## src/rtl/sgb_icd2_packet_rx.sv

```systemverilog
// ICD2 joypad-port receiver: decodes P14/P15 pulses into 16-byte packets, queues them, and drives joy_din back to the GB (1 clk).
// Packets appear on pkt_valid the clk after the stop release; a push into a full queue without a same-cycle pop is dropped and flagged.
module sgb_icd2_packet_rx #(
   parameter int FIFO_DEPTH = 4
) (
   input  logic         clk,
   input  logic         reset_n,
   input  logic         clk_en,
   input  logic [1:0]   joy_p54,
   output logic [3:0]   joy_din,
   input  logic [31:0]  joypad,
   input  logic [1:0]   mlt_mode,
   output logic [127:0] pkt_data,
   output logic         pkt_valid,
   input  logic         pkt_ready,
   output logic         pkt_overflow,
   output logic         pkt_stop_err,
   input  logic         status_clr,
   output logic [1:0]   player_id
);
   localparam int AW = $clog2(FIFO_DEPTH);
   localparam logic [1:0] C_RST = 2'b00, C_B0 = 2'b10, C_B1 = 2'b01, C_REL = 2'b11;

   typedef enum logic [2:0] {
      S_IDLE, S_RST_REL, S_BIT_WAIT, S_BIT_REL, S_STOP_WAIT, S_STOP_REL
   } state_t;

   state_t         state;
   logic [1:0]     p54_prev;
   logic [7:0]     bitcnt;
   logic [127:0]   sreg;
   logic           line_edge;
   logic           push;
   logic           stop_set;

   assign line_edge = clk_en && (joy_p54 != p54_prev);
   assign push      = line_edge && (state == S_STOP_REL) && (joy_p54 == C_REL);
   assign stop_set  = line_edge && (state == S_STOP_WAIT) && (joy_p54 == C_B1);

   always_ff @(posedge clk or negedge reset_n) begin
      if (!reset_n) begin
         state    <= S_IDLE;
         p54_prev <= 2'b11;
         bitcnt   <= 8'd0;
         sreg     <= '0;
      end else if (clk_en) begin
         p54_prev <= joy_p54;
         if (joy_p54 != p54_prev) begin
            case (state)
               S_IDLE:      if (joy_p54 == C_RST) state <= S_RST_REL;
               S_RST_REL:   if (joy_p54 == C_REL) begin
                               state  <= S_BIT_WAIT;
                               bitcnt <= 8'd0;
                            end
               S_BIT_WAIT:  if (joy_p54 == C_B0 || joy_p54 == C_B1) begin
                               sreg[bitcnt[6:0]] <= (joy_p54 == C_B1);
                               state             <= S_BIT_REL;
                            end else if (joy_p54 == C_RST) begin
                               state <= S_RST_REL;
                            end
               S_BIT_REL:   if (joy_p54 == C_REL) begin
                               bitcnt <= bitcnt + 8'd1;
                               state  <= (bitcnt == 8'd127) ? S_STOP_WAIT : S_BIT_WAIT;
                            end else if (joy_p54 == C_RST) begin
                               state <= S_RST_REL;
                            end
               S_STOP_WAIT: if (joy_p54 == C_B0)       state <= S_STOP_REL;
                            else if (joy_p54 == C_B1)  state <= S_IDLE;
                            else if (joy_p54 == C_RST) state <= S_RST_REL;
               S_STOP_REL:  if (joy_p54 == C_REL)      state <= S_IDLE;
                            else if (joy_p54 == C_RST) state <= S_RST_REL;
               default:     state <= S_IDLE;
            endcase
         end
      end
   end

   // Packet queue; head is read straight from storage so it holds while stalled.
   logic [127:0] mem [FIFO_DEPTH];
   logic [AW-1:0] wr_ptr, rd_ptr;
   logic [AW:0]   count;
   logic          full, pop, wr_en;

   assign full      = (count == (AW+1)'(FIFO_DEPTH));
   assign pkt_valid = (count != '0);
   assign pop       = pkt_valid && pkt_ready;
   assign wr_en     = push && (!full || pop);
   assign pkt_data  = mem[rd_ptr];

   always_ff @(posedge clk or negedge reset_n) begin
      if (!reset_n) begin
         wr_ptr <= '0;
         rd_ptr <= '0;
         count  <= '0;
         for (int i = 0; i < FIFO_DEPTH; i++) mem[i] <= '0;
      end else begin
         if (wr_en) begin
            mem[wr_ptr] <= sreg;
            wr_ptr      <= wr_ptr + AW'(1);
         end
         if (pop) rd_ptr <= rd_ptr + AW'(1);
         case ({wr_en, pop})
            2'b10:   count <= count + (AW+1)'(1);
            2'b01:   count <= count - (AW+1)'(1);
            default: count <= count;
         endcase
      end
   end

   always_ff @(posedge clk or negedge reset_n) begin
      if (!reset_n) begin
         pkt_overflow <= 1'b0;
         pkt_stop_err <= 1'b0;
      end else if (status_clr) begin
         pkt_overflow <= 1'b0;
         pkt_stop_err <= 1'b0;
      end else begin
         if (push && full && !pop) pkt_overflow <= 1'b1;
         if (stop_set)             pkt_stop_err <= 1'b1;
      end
   end

   // Mode 2 is an unsupported player count and behaves as single-player.
   logic [2:0] plr_cnt;
   always_comb begin
      plr_cnt = 3'd1;
      case (mlt_mode)
         2'd1:    plr_cnt = 3'd2;
         2'd3:    plr_cnt = 3'd4;
         default: plr_cnt = 3'd1;
      endcase
   end

   always_ff @(posedge clk or negedge reset_n) begin
      if (!reset_n) begin
         player_id <= 2'd0;
      end else if (clk_en) begin
         if ({1'b0, player_id} >= plr_cnt)
            player_id <= 2'd0;
         else if (state == S_IDLE && p54_prev == C_B1 && joy_p54 == C_REL)
            player_id <= ({1'b0, player_id} + 3'd1 >= plr_cnt) ? 2'd0 : player_id + 2'd1;
      end
   end

   logic [7:0] btn;
   logic [3:0] din_nxt;
   assign btn = joypad[{player_id, 3'b000} +: 8];

   always_comb begin
      din_nxt = 4'hF;
      case (joy_p54)
         C_B0:    din_nxt = ~btn[3:0];
         C_B1:    din_nxt = ~btn[7:4];
         C_RST:   din_nxt = ~btn[3:0] & ~btn[7:4];
         default: din_nxt = (mlt_mode != 2'd0) ? 4'hF - {2'b00, player_id} : 4'hF;
      endcase
   end

   always_ff @(posedge clk or negedge reset_n) begin
      if (!reset_n) joy_din <= 4'hF;
      else          joy_din <= din_nxt;
   end

endmodule

```

## config.mk

```make
export PLATFORM = sky130hd
export DESIGN_NAME = sgb_icd2_packet_rx
export DESIGN_NICKNAME = d
export VERILOG_FILES = /design/src/rtl/sgb_icd2_packet_rx.sv
export SDC_FILE = /design/constraint.sdc
export NUM_CORES = 1
export LEC_CHECK = 0
export CAP_MARGIN = 20
export CORE_ASPECT_RATIO = 2
export CORE_MARGIN = 2
export CORE_UTILIZATION = 55
export CTS_CLUSTER_DIAMETER = 40
export CTS_CLUSTER_SIZE = 10
export DETAILED_ROUTE_END_ITERATION = 12
export PLACE_DENSITY = 0.79
export SYNTH_ARGS = -nofsm -noshare
export SYNTH_HDL_FRONTEND = slang
export SYNTH_SLANG_ARGS = --single-unit
```

## constraint.sdc

```tcl
create_clock -name clk -period 2.9 [get_ports clk]
set_clock_uncertainty 0.1 [all_clocks]
set_input_delay 0.29 -clock clk [delete_from_list [all_inputs] [get_ports clk]]
set_output_delay 0.29 -clock clk [all_outputs]
set_load 0.05 [all_outputs]
```

==> run summary <==
Largest family of logic cells by synthesized area - multiplexers
Die Y-Extent - 343 um
Crit Path Max Fanout - 4
Synth cell types - 59
Main synth FF type - dfrtp_1
Mux contribution to synthesized area - 0.384
Initial antenna violation count - 1
Final setup fails - 0
Flops & latches, synth - 668
Fin nets - 2191
ANT nets after route - 0
Gr usage total - 0.261
Critical path launch point type - flip-flop
Power Dens Cells - 557 nW/um^2
Status - finished clean
Final wirelength - 74.9 mm
CTS Buffer Depth - 3
Psw - 5.07 mW
Root buffer cell - clkbuf_16
Final Hold Viols - 0
Wire per inst - 25.6 um
Synth Area in Simple Gates - 0.0340
Final Critical Period - 2850 ps
P&R area growth vs syn - 16.0%
Crit path buf inv count - 2
Vias - 17424
DRT Pass-1 Iters - 5
Crit path cell chain - buf_4, mux4_2, clkdlybuf4s50_1
Gate power share - 0.102
Vias in the first global route - 20020
Synthesized Nets - 1955
Crit path largest cell delay - 720 ps
Slowest cell on the critical path - clkdlybuf4s50_1
Num Clock Sinks - 668
Syn_area_per_cell - 16.7 sq um
Largest net degree at the start of global routing - 79
Share of total power in the clock network - 0.426
Pwr Total - 20.4 mW
Maximum vdd drop - 0.480 mV
First-pass GRT wire length - 120 mm
Area of the mapped netlist - 31600 sq um
Ant. Diodes - 0
YS warnings - 0
Post-detail-place hpwl - 48.4 mm
DIE WIDTH - 174 um
Core area - 56900 sq um
Post-layout util - 0.644
Synth Area in XOR/XNOR - 0.00269
Compound-gate portion of the synthesized area - 0.0124
Internal power - 15.4 mW
Initial core utilization - 0.555
Iter 0 DRT Violations - 1137
Max-cap violations - 0
WS Path Type - flip-flop to primary output
CTS tree - built
Delay-heaviest family, CP - buffers and inverters
Period Utilization, post-route - 0.981
R2r setup slk - 290 ps
Grt total ovfl - 0
Htree depth - 3
Cell count after synthesis - 1898
Die ar. - 59500 sq um
Layout cells sized above 1 - 0.518
Part of the power in registers - 0.473
Clock slew at reported path FFs - 60 ps
I/O pin total - 178
RSZ-0062 raised after global routing - yes
Number of synthesized flops with an enable pin - 0
CTS buffer count - 78
Leak - 18.6 nW
DRC violations left - 0
Sw Share - 0.248
Slew HR - 0.529
Slew Limit Fails - 0
CP required - 2510 ps
Arrival time worst endpoint - 2460 ps
Via density - 5.97
Post-synthesis sequential area ratio - 0.529
Skew-Pair Late Insertion Delay - 620 ps
Synth Area in Adders - 0.00657
IO Port Bufs - 177
Fraction of registers with async set/reset - 1.00
Final Wtd Congestion - 0.832
Fmax - 351 MHz
Slew @ Worst Pin - 706 ps
Worst hold-check path type - input port to asynchronous set/reset pin
Crit end category - primary output
Row cnt - 124
[flip-flops by register name, summed over array words and instances, names as in the netlist]
signal / count
state: 3
joy_din: 4
mem: 512
pkt_stop_err: 1
p54_prev: 2
count: 3
wr_ptr: 2
bitcnt: 8
sreg: 128
player_id: 2
pkt_overflow: 1
rd_ptr: 2
[metal layers]
metal,track usage,part of all wire,vias to the layer above
met5,0,0,-
met4,0.101,0.034,0
met3,0.0378,0.040,114
met2,0.444,0.51,464
met1,0.342,0.42,9494
li1,-,-,7352
[cell type report]
cell class              count  area [sq um]
clock buffers             104          2100
clock inverters             7          67.6
fillers                  3940         20300
inverters                  15          56.3
multi-input cells        1088         14100
flip-flops and latches    668         16700
well taps                 756           946
repair buffers            283          2690
[final timing paths]
path                                 start           end  depth (start not counted)
worst min register to register    count[2]      count[2]                          1
worst max-delay path             rd_ptr[0]  pkt_data[19]                          3
max in group asynchronous          reset_n      sreg[74]                          4
worst max register to register    count[1]      count[2]                         11
worst min-delay path               reset_n      mem[421]                          2
min in group clk                status_clr  pkt_overflow                          2
[placed cells by master, fill, tap and decap left out, types with 5 or more instances in the layout]
cell	n
dfrtp_1	660
mux2_4	480
buf_4	188
mux2_2	166
nor2_1	137
mux4_2	134
clkbuf_16	81
clkdlybuf4s50_1	49
nand2_1	30
buf_12	29
clkbuf_1	23
inv_1	14
ha_1	14
o21ai_0	12
nor2b_1	11
nand3_1	10
dlygate4sd2_1	10
o2111ai_4	8
a21oi_1	7
dfstp_2	6
mux2i_1	5
[power by group through the flow]
stage / clock network, mW / logic, mW / registers [mW]
floorplan: 0 / 1.22 / 9.77
global placement: 0 / 1.95 / 9.83
detailed placement: 0 / 2.01 / 9.84
CTS: 8.87 / 2.09 / 9.65
global route: 9.27 / 2.25 / 9.67
finish: 8.70 / 2.07 / 9.66
[kinds of logic after synthesis]
logic type	after synthesis
mux	785
flops	668
simple gates	226
buf+inv	142
compound gates	53
fa+ha+maj	16
xor+xnor	8
[per-stage QoR]
step	std cells	area [sq um]	hold WS (ps)	setup TNS [ps]	setup slack, ps
finish	2921	36700	178	0	54.8
global route	2921	36700	188	-2.99	-2.99
CTS	2920	36600	169	0	4.96
detailed placement	2805	34400	249	-19.3	-17.5
global placement	2805	34400	242	0	36.9
floorplan	1898	31600	-106	0	233
[synthesized netlist by cell type (all sizes together) (7+ instances only)]
library cell | count | share of area
ha | 15 | 0.0059
clkbuf | 51 | 0.0061
inv | 15 | 0.0018
nand3 | 14 | 0.0036
mux2 | 646 | 0.29
dfrtp | 662 | 0.52
nor2 | 137 | 0.016
nor2b | 11 | 0.0022
a21oi | 7 | 0.0011
buf | 76 | 0.023
o2111ai | 9 | 0.0027
mux4 | 134 | 0.095
nand2 | 30 | 0.0036
o21ai | 12 | 0.0019
[repair_timing]
item	4_1_cts	5_1_grt
hold buffers	1	0
resized for setup	13	0
hold endpoints to repair	69	0
buffers inserted	3	0
cloned	0	1
endpoints found under the setup margin	111	8
(Power assumes the default switching activity.)
